**config.mk**
```make
export PLATFORM = sky130hd
export DESIGN_NAME = trace_window_ctrl
export DESIGN_NICKNAME = d
export VERILOG_FILES = /design/src/rtl/trace_window_ctrl.sv
export SDC_FILE = /design/constraint.sdc
export NUM_CORES = 1
export LEC_CHECK = 0
export CORE_MARGIN = 1
export CORE_UTILIZATION = 55
export CTS_CLUSTER_DIAMETER = 50
export DETAILED_ROUTE_END_ITERATION = 10
export PLACE_DENSITY = 0.86
export SYNTH_ARGS = -nofsm -noshare
export SYNTH_HDL_FRONTEND = slang
export SYNTH_SLANG_ARGS = --single-unit
```
**constraint.sdc**
```tcl
create_clock -name clk -period 3.8 [get_ports clk]
set_input_delay 0.38 -clock clk [delete_from_list [all_inputs] [get_ports clk]]
set_output_delay 0.38 -clock clk [all_outputs]
set_load 0.01 [all_outputs]
```
**src/rtl/trace_window_ctrl.sv**
```systemverilog
// Trace window controller: arms on request, waits for a trigger rising edge,
// waits a programmed delay, then holds a dump window open for a programmed
// length or sample limit. A single flush pulse follows every window.
module trace_window_ctrl #(
   parameter int unsigned CNT_W = 16
) (
   input  logic             clk,
   input  logic             rst,
   input  logic             cfg_we,
   input  logic [CNT_W-1:0] cfg_delay,
   input  logic [CNT_W-1:0] cfg_len,
   input  logic [CNT_W-1:0] cfg_limit,
   input  logic             arm,
   input  logic             abort,
   input  logic             trig,
   input  logic             sample,
   output logic             dump_en,
   output logic             flush,
   output logic             done,
   output logic             limit_hit,
   output logic [2:0]       state,
   output logic [CNT_W-1:0] sample_cnt
);

   localparam logic [2:0] StIdle  = 3'd0;
   localparam logic [2:0] StArmed = 3'd1;
   localparam logic [2:0] StDelay = 3'd2;
   localparam logic [2:0] StOn    = 3'd3;
   localparam logic [2:0] StFlush = 3'd4;
   localparam logic [2:0] StDone  = 3'd5;

   localparam logic [CNT_W-1:0] CntOne = CNT_W'(1);

   logic [2:0]       state_q, state_d;
   logic [CNT_W-1:0] cfg_delay_q, cfg_delay_d;
   logic [CNT_W-1:0] cfg_len_q, cfg_len_d;
   logic [CNT_W-1:0] cfg_limit_q, cfg_limit_d;
   logic [CNT_W-1:0] dcnt_q, dcnt_d;
   logic [CNT_W-1:0] lcnt_q, lcnt_d;
   logic [CNT_W-1:0] sample_cnt_q, sample_cnt_d;
   logic             limit_hit_q, limit_hit_d;
   logic             trig_q;
   logic             dump_en_q, flush_q, done_q;

   logic             trig_rise;
   logic [CNT_W:0]   sample_sum;
   logic             limit_match;
   logic             len_expire;

   assign trig_rise = trig & ~trig_q;
   // One extra bit so the limit compare sees the true sum, even at saturation.
   assign sample_sum  = {1'b0, sample_cnt_q} + {{CNT_W{1'b0}}, sample};
   assign limit_match = (cfg_limit_q != '0) && (sample_sum == {1'b0, cfg_limit_q});
   assign len_expire  = (cfg_len_q != '0) && (lcnt_q == CntOne);

   // Next-state and counter/config update logic.
   always_comb begin
      state_d      = state_q;
      cfg_delay_d  = cfg_delay_q;
      cfg_len_d    = cfg_len_q;
      cfg_limit_d  = cfg_limit_q;
      dcnt_d       = dcnt_q;
      lcnt_d       = lcnt_q;
      sample_cnt_d = sample_cnt_q;
      limit_hit_d  = limit_hit_q;

      case (state_q)
         StIdle, StDone: begin
            if (cfg_we) begin
               cfg_delay_d = cfg_delay;
               cfg_len_d   = cfg_len;
               cfg_limit_d = cfg_limit;
            end
            if (arm) begin
               state_d      = StArmed;
               sample_cnt_d = '0;
               limit_hit_d  = 1'b0;
            end
         end
         StArmed: begin
            if (abort) begin
               state_d = StIdle;
            end else if (trig_rise) begin
               if (cfg_delay_q == '0) begin
                  state_d = StOn;
                  lcnt_d  = cfg_len_q;
               end else begin
                  state_d = StDelay;
                  dcnt_d  = cfg_delay_q;
               end
            end
         end
         StDelay: begin
            if (abort) begin
               state_d = StIdle;
            end else if (dcnt_q == CntOne) begin
               state_d = StOn;
               lcnt_d  = cfg_len_q;
            end else begin
               dcnt_d = dcnt_q - CntOne;
            end
         end
         StOn: begin
            // Saturating sample count; the closing cycle's sample still counts.
            sample_cnt_d = sample_sum[CNT_W] ? '1 : sample_sum[CNT_W-1:0];
            lcnt_d       = lcnt_q - CntOne;
            if (limit_match) begin
               limit_hit_d = 1'b1;
            end
            if (abort || limit_match || len_expire) begin
               state_d = StFlush;
            end
         end
         StFlush: begin
            state_d = StDone;
         end
         default: begin
            state_d = StIdle;
         end
      endcase
   end

   // State, config and counter registers.
   always_ff @(posedge clk or posedge rst) begin
      if (rst) begin
         state_q      <= StIdle;
         cfg_delay_q  <= '0;
         cfg_len_q    <= '0;
         cfg_limit_q  <= '0;
         dcnt_q       <= '0;
         lcnt_q       <= '0;
         sample_cnt_q <= '0;
         limit_hit_q  <= 1'b0;
         trig_q       <= 1'b0;
      end else begin
         state_q      <= state_d;
         cfg_delay_q  <= cfg_delay_d;
         cfg_len_q    <= cfg_len_d;
         cfg_limit_q  <= cfg_limit_d;
         dcnt_q       <= dcnt_d;
         lcnt_q       <= lcnt_d;
         sample_cnt_q <= sample_cnt_d;
         limit_hit_q  <= limit_hit_d;
         trig_q       <= trig;
      end
   end

   // Registered status strobes decoded from the next state.
   always_ff @(posedge clk or posedge rst) begin
      if (rst) begin
         dump_en_q <= 1'b0;
         flush_q   <= 1'b0;
         done_q    <= 1'b0;
      end else begin
         dump_en_q <= (state_d == StOn);
         flush_q   <= (state_d == StFlush);
         done_q    <= (state_d == StDone);
      end
   end

   assign dump_en    = dump_en_q;
   assign flush      = flush_q;
   assign done       = done_q;
   assign limit_hit  = limit_hit_q;
   assign state      = state_q;
   assign sample_cnt = sample_cnt_q;

endmodule
```
==> reports/metrics.cfg, run 1 <==
[synth]
yosysMostFrequentCell = dfrtp_1
synthTopCellsByArea = dfrtp_1 (46%), mux2_2 (9.7%), o21ai_0 (6.3%), a21oi_1 (4.1%), nand2_1 (2.8%)
avgSynthCellArea_sq_um = 9.42
synth_top_area_cell = dfrtp_1
syn-instance-count = 601
synth_seq_area_share = 0.460
syn_nets = 663
synthFlopType = dfrtp_1
synth_edf_count = 0
synthDominantCellAreaShare = 0.460
yosys_register_bits = 104
yosys_warnings = 0
synth_cell_type_count = 52
synthArstFlopShare = 1.00
synthTopCellsByCount = dfrtp_1 (104), o21ai_0 (71), mux2_2 (49)
mappedNetlistArea_sq_um = 5660

[clocking]
clkSinkCount = 104
htreeDepth = 3
cts_tree = done
cts_resized = 0
ctsHoldBuffers = 0
cts-root-buf = clkbuf_8
insertion_delay_ns = 0.38
clockBufferDepth = 2
cts_setup_buffers = 0
numCtsBuffers = 9
clk_pin_slew_ns = 0.10

[setup_path]
arrival_ns = 3.08
ff2ff_path_depth = 8
timing.rr.end = dump_en
regToRegStartpoint = sample_cnt[0]
crit_path_start_kind = input pin
crit_type = input pin to register
crit_chain = clkdlybuf4s50_1 -> ha_1 -> nand2_1 -> or3_1 -> a2111oi_2 -> nand4_1 -> or4_4 -> o211ai_2 -> o21ai_0
rrSetupSlack_ns = 1.05
critPathMaxFanout = 7
slowest_delay_ns = 0.56
critical_path_required_ns = 4.06
cp_slowest_cell = or4_4
worstSetupEndpointType = register

[finish]
area_growth_pct = 19.8
fin_cells = 800
drive_above_1_share = 0.132
fin_nets = 724
insertedDiodeCount = 0
stdcell_area_sq_um = 6780

[sta]
post-route-period-util = 0.740
drv_slew = 0
slew_headroom = 0.343
final-hold-violation-count = 0
min_period_ns = 2.81
max_freq_mhz = 356
rsz0062_at_grt = false
tightest_slew_ns = 0.976
fin_skew_ns = 0.0123
setup_violations = 0
fin_setup_tns_ns = 0
hold-worst-slack_ns = 0.422

[pwr]
p_leak_uw = 0.00265
max-vdd-ir-drop_v = 0.000374
swShare = 0.384
power_density_nw_per_um2 = 654
p_int_uw = 2730
p_comb_frac = 0.364
net-switching-power_uw = 1710
p_total_uw = 4440
clkPwrFrac = 0.178
seq_power_share = 0.458

[global_routing]
grt_use_total = 0.285
antenna_found_initial = 0
grt_pass1_wl_um = 23300
grt_pass1_vias = 4703
grt_overflow = 0
grt_max_degree = 58

[detailed_routing]
ant_nets = 0
dr_wl_met2_um = 7020
dr_wl_met3_um = 709
wl_per_cell_um = 17.9
wl_met1_um = 6280
routed_wl_um = 14300
routed_via_density = 6.16
drt-initial-drc-count = 350
drc = 0
via_count = 4931
top_layer = met4
firstDrtPassIters = 5

[floorplanning]
chipHeight_um = 103
dieArea_sq_um = 10700
ios = 78
row_count = 36
core_area_sq_um = 9860
die_w_um = 103
start_util = 0.574

[flow_run]
cap_violations = 0

[placement]
hpwl_um = 10100
place.gp.congestion = 0.955
port_buffers = 77
place_inst = 784
placed_cell_area_sq_um = 6550

[status]
outcome = finished clean

[min_path]
hold_path_class = input pin to asynchronous set/reset pin

## cell type report
class,count,area (sq um)
Fill cell,778,3080
Multi-Input combinational cell,447,2890
Sequential cell,104,2600
Timing Repair Buffer,85,843
Tap cell,133,166
Clock buffer,9,124
Clock inverter,7,101
Inverter,15,58.8
## critical path: cells and delay by family
kind            cells  cell delay [ns]
buf+inv             1             0.50
simple gates        4             1.27
fa+ha+maj           1             0.22
compound gates      3             0.71
## power by group through the flow
stage	clock network [uW]	logic (uW)	registers, uW
after global routing	837	1790	2100
final	788	1620	2030
after detailed placement	0	1590	2040
after floorplan	0	1230	1870
after global placement	0	1510	2020
after CTS	798	1600	2020
## cells in the final DEF (no fill, tap or decap), types with 4 or more instances in the layout
master and n:
a22oi_1 5, a31oi_1 4, ha_1 7, nor4_1 17, and3_1 4, clkbuf_8 9, a22o_1 11, nand3_1 18
nor3_1 26, o22ai_1 5, inv_1 14, a21oi_1 46, a211oi_1 4, clkdlybuf4s50_1 77, or3_1 15, nand2_1 42
nor2_1 41, mux2_2 49, dfrtp_1 104, o21ai_0 71, nand4_1 9, xnor2_1 14, buf_4 7, xor2_1 8
o31ai_1 6
## registers in the layout (all words and copies together), names as in the netlist, 3 cells and up
register	flops
state	3
sample_cnt	16
lcnt_q	16
dcnt_q	16
cfg_len_q	16
cfg_delay_q	16
cfg_limit_q	16
## routing by layer
layer / GRT usage / vias up
li1: - / 2331
met1: 0.380 / 2398
met2: 0.470 / 174
met3: 0.0491 / 28
met4: 0.102 / 0
met5: 0 / -
## how the worst max path moves through the flow
stage                 from              to  slack (ns)  cells past startpoint
floorplan              rst  cfg_delay_q[0]        0.69                      1
global placement    sample           flush        0.65                      9
detailed placement  sample         dump_en        0.58                      9
CTS                 sample         dump_en        0.99                      9
global route        sample           flush        0.77                     10
finish              sample         dump_en        0.99                      9
## logic make-up after synthesis
logic type | synth area share
buf+inv | 0.0338
simple gates | 0.175
compound gates | 0.182
mux | 0.0992
flops | 0.460
xor+xnor | 0.0340
fa+ha+maj | 0.0155
## stage by stage
step / utilization / setup WS, ns
floorplan: - / 0.688
global placement: 0.664 / 0.650
detailed placement: 0.664 / 0.585
CTS: 0.687 / 0.990
global route: 0.688 / 0.765
finish: 0.688 / 0.987
Power figures use the tool's default switching activity.
==> run 2, diff against run 1 <==
==> constraint.sdc (replaced) <==
create_clock -name clk -period 2.8 [get_ports clk]
set_input_delay 0.28 -clock clk [delete_from_list [all_inputs] [get_ports clk]]
set_output_delay 0.28 -clock clk [all_outputs]
set_load 0.01 [all_outputs]
==> run 2 against run 1 <==
Against the previous run: combinational power is 38% higher; sequential power is 35% higher; global-route usage is 0.24 points lower; wire length is 0.61% lower; clock-buffer cell count is 1 higher; hold slack worse by 0.14 ns; power is 31% higher; clock skew hardly changed.
==> reports/metrics.cfg, run 2 (synthesis gave the netlist of run 1 again) <==
[setup_path]
cpLargestDelayFamily = simple AND/OR/NAND/NOR gates
startpoint = sample_cnt[0]
worstSetupEndpointType = register
cp_slowest_cell = or4_4
cp.depth = 8  ; -1
arrival_ns = 2.94  ; -0.14 ns
critPathMaxFanout = 4  ; -3
crit_chain = ha_1 -> nand2_1 -> or3_1 -> a2111oi_2 -> nand4_1 -> or4_4 -> o211ai_2 -> o21ai_0
crit_path_start_kind = register
crit_buf_inv = 0  ; -1
critical_path_required_ns = 3.05  ; -1.01 ns
slowest_delay_ns = 0.56  ; about the same
crit_type = register to register
regToRegStartpoint = sample_cnt[0]
ff2ff_path_depth = 8  ; unchanged

[detailed_routing]
via_count = 5044  ; +2.3%
ant_nets = 0  ; unchanged
wl_per_cell_um = 17.5  ; -2.2%
drc = 0  ; unchanged
routed_via_density = 6.20  ; +0.66%
routed_wl_um = 14200  ; -0.61%
firstDrtPassIters = 5  ; unchanged
drt-initial-drc-count = 281  ; -20%

[placement]
placed_cell_area_sq_um = 6680  ; +1.9%
place_inst = 797  ; +1.7%
dp_worst_setup_slack_ns = -0.145  ; -0.730 ns
place.gp.congestion = 0.938  ; -1.8%
port_buffers = 77  ; unchanged
hpwl_um = 10200  ; +0.83%

[sta]
slew_headroom = 0.604  ; +0.261
tightest_slew_ns = 0.592  ; -0.384 ns
final-hold-violation-count = 0  ; unchanged
fin_ws_ns = 0.106  ; -0.882 ns
setup_violations = 0  ; unchanged
min_period_ns = 2.69
rsz0062_at_grt = false
fin_skew_ns = 0.0121  ; -0.000216 ns
max_freq_mhz = 371
drv_slew = 0  ; unchanged
post-route-period-util = 0.962

[flow_run]
cap_violations = 0  ; unchanged

[clocking]
insertion_delay_ns = 0.37  ; about the same
cts_setup_buffers = 0  ; unchanged
htreeDepth = 3  ; unchanged
cts_tree = done
clk_pin_slew_ns = 0.10  ; about the same
clkSinkCount = 104  ; unchanged
ctsHoldBuffers = 0  ; unchanged
cts_resized = 0  ; unchanged
numCtsBuffers = 9  ; unchanged
cts-root-buf = clkbuf_8
clockBufferDepth = 2  ; unchanged

[finish]
layout_common_cells = dfrtp_1 (102), clkdlybuf4s50_1 (77), o21ai_0 (71)
insertedDiodeCount = 0  ; unchanged
fin_nets = 738  ; +1.9%
nFillCells = 738  ; -5.1%
regArea_sq_um = 2610  ; about the same
drive_above_1_share = 0.150  ; +0.0181
final_core_util = 0.695  ; +0.00761
fin_cells = 813  ; +1.6%
stdcell_area_sq_um = 6860  ; +1.1%
multi_input_area_sq_um = 2880  ; -0.26%
layout_commonest_cell = dfrtp_1
area_growth_pct = 21.1

[pwr]
seq_power_share = 0.469  ; +0.011
p_leak_uw = 0.00268  ; +1.2%
p_int_uw = 3550  ; +30%
net-switching-power_uw = 2280  ; +34%
max-vdd-ir-drop_v = 0.000532  ; +42%
swShare = 0.391  ; +0.00644
p_comb_frac = 0.383  ; +0.019
clkPwrFrac = 0.148  ; -0.030
power_density_nw_per_um2 = 850  ; +30%

[global_routing]
grt_overflow = 0  ; unchanged
grt_pass1_vias = 4822  ; +2.5%
grt_pass1_wl_um = 23200  ; -0.48%
grt_max_degree = 83  ; +43%
grt_use_total = 0.283  ; -0.00244
antenna_found_initial = 0  ; unchanged

[status]
outcome = finished clean

[floorplanning]
dieArea_sq_um = 10700  ; unchanged
die_w_um = 103  ; unchanged
chipHeight_um = 103  ; unchanged
row_count = 36  ; unchanged
start_util = 0.574  ; unchanged
core_area_sq_um = 9860  ; unchanged
ios = 78  ; unchanged

[min_path]
hold_path_class = input pin to asynchronous set/reset pin

## run 2: cell count changes in the layout (fill, tap and decap cells not counted), sizes merged
cell / change
inv: -2
clkbuf: +1
clkinvlp: +4
buf: +14
clkinv: -2
bufinv: -2
## run 2: stage by stage
stage          setup TNS [ns]  hold WS [ns]  total power [uW]
2_1_floorplan               0         0.311              4210
3_5_place_dp           -0.635         0.500              4950
5_1_grt                     0         0.306              6210
6_report                    0         0.284              5830
4_1_cts                     0         0.283              5820
3_3_place_gp           -0.314         0.485              4810
## run 2: worst register-to-register path, cell delays in order (launching register included)
cell	delay, ns
dfrtp_1	0.42
ha_1	0.19
nand2_1	0.07
or3_1	0.37
a2111oi_2	0.47
nand4_1	0.17
or4_4	0.56
o211ai_2	0.20
o21ai_0	0.12
## run 2: power by group through the flow
stage / Sequential (uW) / Clock (uW) / Combinational, uW
floorplan: 2540 / 0 / 1670
global placement: 2720 / 0 / 2080
detailed placement: 2750 / 0 / 2200
CTS: 2720 / 878 / 2220
global route: 2820 / 939 / 2460
finish: 2740 / 860 / 2230
## run 2: metal layers
metal  part of all wire  up-vias  global-route usage
met5                  0        -                   0
met4              0.024        0               0.108
met3              0.060       30              0.0511
met2               0.50      212               0.469
met1               0.41     2449               0.371
li1                   -     2353                   -
## run 2: layout make-up
class                   count  area share
well taps                 133      0.0243
multi-input cells         447       0.420
clock buffers              10      0.0186
flip-flops and latches    104       0.380
repair buffers             99       0.142
clock inverters             5     0.00620
inverters                  15     0.00876
## run 2: final timing paths
check	end	slack, ns
max	dump_en	0.11
min	dcnt_q[10]	0.28
max reg2reg	dump_en	0.11
min reg2reg	lcnt_q[4]	0.52
max in group asynchronous	sample_cnt[8]	1.73
min in group clk	trig_q	0.39
==> run 3, diff against run 2 <==
--- a/config.mk
+++ b/config.mk
@@ -6,10 +6,12 @@
 export NUM_CORES = 1
 export LEC_CHECK = 0
 export CORE_MARGIN = 1
-export CORE_UTILIZATION = 55
+export CORE_UTILIZATION = 57
+export CTS_BUF_LIST = sky130_fd_sc_hd__clkbuf_8
 export CTS_CLUSTER_DIAMETER = 50
 export DETAILED_ROUTE_END_ITERATION = 10
-export PLACE_DENSITY = 0.86
+export PLACE_DENSITY = 0.89
+export RECOVER_POWER = 50
 export SYNTH_ARGS = -nofsm -noshare
 export SYNTH_HDL_FRONTEND = slang
 export SYNTH_SLANG_ARGS = --single-unit
==> run 3 against run 2 <==
Against the previous run: power rose by 0.56%; clock skew up 0.00087 ns; hold slack improved by 0.18 ns; wire length grew 1.1%; sequential cell count unchanged; via count up 1.8%; critical endpoint unchanged; largest power group unchanged; highest routed layer unchanged.
==> reports/metrics.cfg, run 3 (synthesis gave the netlist of run 1 again) <==
[detailed_routing]
routed_wl_um = 14400  ; +1.1%
wl_met1_um = 6010  ; +1.7%
top_layer = met4
via_count = 5135  ; +1.8%
dr_wl_met2_um = 7100  ; -0.57%
dr_wl_met3_um = 877  ; +2.5%
firstDrtPassIters = 5  ; unchanged
wl_per_cell_um = 17.6  ; +0.56%
routed_via_density = 6.29  ; +1.3%
ant_nets = 0  ; unchanged
drt-initial-drc-count = 366  ; +30%
drc = 0  ; unchanged

[sta]
hold-worst-slack_ns = 0.468  ; +0.184 ns
min_period_ns = 2.67  ; -0.0284 ns
final-hold-violation-count = 0  ; unchanged
tightest_slew_ns = 1.41  ; +0.820 ns
rsz0062_at_grt = false
fin_skew_ns = 0.0130  ; +0.000873 ns
setup_violations = 0  ; unchanged
post-route-period-util = 0.952  ; -0.0101
slew_headroom = 0.0585  ; -0.546
max_freq_mhz = 375  ; +1.1%
drv_slew = 0  ; unchanged

[pwr]
swShare = 0.387  ; -0.00328
p_leak_uw = 0.00274  ; +2.2%
p_comb_frac = 0.373  ; -0.010
seq_power_share = 0.470  ; about the same
net-switching-power_uw = 2270  ; -0.28%
clkPwrFrac = 0.157  ; +0.009
max-vdd-ir-drop_v = 0.000650  ; +22%
power_density_nw_per_um2 = 851  ; +0.16%
p_int_uw = 3590  ; +1.1%
p_total_uw = 5860  ; +0.56%

[clocking]
numCtsBuffers = 9  ; unchanged
clockBufferDepth = 2  ; unchanged
htreeDepth = 3  ; unchanged
cts_setup_buffers = 0  ; unchanged
cts_resized = 0  ; unchanged
clkSinkCount = 104  ; unchanged
clk_pin_slew_ns = 0.10  ; about the same
cts_tree = done
insertion_delay_ns = 0.39  ; +0.02 ns
cts-root-buf = clkbuf_8
ctsHoldBuffers = 0  ; unchanged

[global_routing]
grt_pass1_wl_um = 23200  ; about the same
grt_pass1_vias = 4853  ; +0.64%
grt_overflow = 0  ; unchanged
antenna_found_initial = 0  ; unchanged
grt_max_degree = 105  ; +27%
grt_use_total = 0.293  ; +0.0106

[setup_path]
crit_type = register to register
critPathMaxFanout = 4  ; unchanged
crit_buf_inv = 0  ; unchanged
crit_path_start_kind = register
timing.rr.end = dump_en
slowest_delay_ns = 0.56  ; about the same
arrival_ns = 2.93  ; about the same
crit_chain = ha_1 -> nand2_1 -> or3_1 -> a2111oi_2 -> nand4_1 -> or4_4 -> o211ai_2 -> o21ai_0
cpLargestDelayFamily = simple AND/OR/NAND/NOR gates
worstSetupEndpointType = register
ff2ff_path_depth = 8  ; unchanged
rrSetupSlack_ns = 0.13  ; +0.03 ns
cp_slowest_cell = or4_4
regToRegStartpoint = sample_cnt[0]
critical_path_required_ns = 3.07  ; +0.02 ns

[finish]
drive_above_1_share = 0.155  ; +0.00497
layout_common_cells = dfrtp_1 (103), o21ai_0 (71), clkdlybuf4s50_1 (67)
insertedDiodeCount = 0  ; unchanged
nFillCells = 734  ; -0.54%
layout_commonest_cell = dfrtp_1
area_growth_pct = 21.6
fin_nets = 742  ; +0.54%

[floorplanning]
die_w_um = 102  ; -1.7%
start_util = 0.585  ; +0.0107
core_area_sq_um = 9680  ; -1.8%
chipHeight_um = 102  ; -1.7%
dieArea_sq_um = 10300  ; -3.4%
row_count = 36  ; unchanged
ios = 78  ; unchanged

[min_path]
min_to = trig_q
whs_path_depth = 1
min-delay-start = trig
hold_path_class = input pin to register

[placement]
place.gp.congestion = 0.927  ; -1.1%
port_buffers = 77  ; unchanged
hpwl_um = 10400  ; +1.7%

[flow_run]
cap_violations = 0  ; unchanged

[status]
outcome = finished clean

run 3: stage by stage:
| stage | area [sq um] | TNS [ns] | instances | setup WS, ns | util |
|---|---|---|---|---|---|
| 2_1_floorplan | 5670 | 0 | 601 | 0.257 | - |
| 3_3_place_gp | 6700 | -0.525 | 802 | -0.130 | 0.692 |
| 3_5_place_dp | 6700 | -0.956 | 802 | -0.196 | 0.692 |
| 4_1_cts | 6890 | 0 | 817 | 0.137 | 0.711 |
| 5_1_grt | 6890 | 0 | 817 | 0.00734 | 0.711 |
| 6_report | 6890 | 0 | 817 | 0.134 | 0.711 |
run 3: power groups by stage:
stage / combinational (uW) / sequential, uW / clock (uW)
6_report: 2190 / 2760 / 919
3_5_place_dp: 2160 / 2770 / 0
2_1_floorplan: 1670 / 2540 / 0
4_1_cts: 2170 / 2750 / 936
3_3_place_gp: 2040 / 2740 / 0
5_1_grt: 2410 / 2840 / 985
run 3: area by class of cell:
| class | count | area [sq um] | share of cell area |
|---|---|---|---|
| clock buffers | 12 | 165 | 0.0240 |
| clock inverters | 3 | 25.0 | 0.00363 |
| inverters | 15 | 60.1 | 0.00872 |
| multi-input cells | 447 | 2890 | 0.419 |
| flip-flops and latches | 104 | 2600 | 0.378 |
| well taps | 133 | 166 | 0.0242 |
| repair buffers | 103 | 978 | 0.142 |
run 3: worst max path at each step:
stage	startpoint	endpoint	slack [ns]	cells after the start
floorplan	sample_cnt[0]	flush	0.26	10
global placement	sample	flush	-0.13	9
detailed placement	sample	dump_en	-0.20	9
CTS	sample_cnt[3]	dump_en	0.14	7
global route	sample_cnt[0]	dump_en	0.007	8
finish	sample_cnt[0]	dump_en	0.13	8
run 3: routing by layer:
metal,track usage,vias to the layer above
li1,-,2359
met1,0.373,2522
met2,0.481,212
met3,0.0752,42
met4,0.114,0
met5,0,-
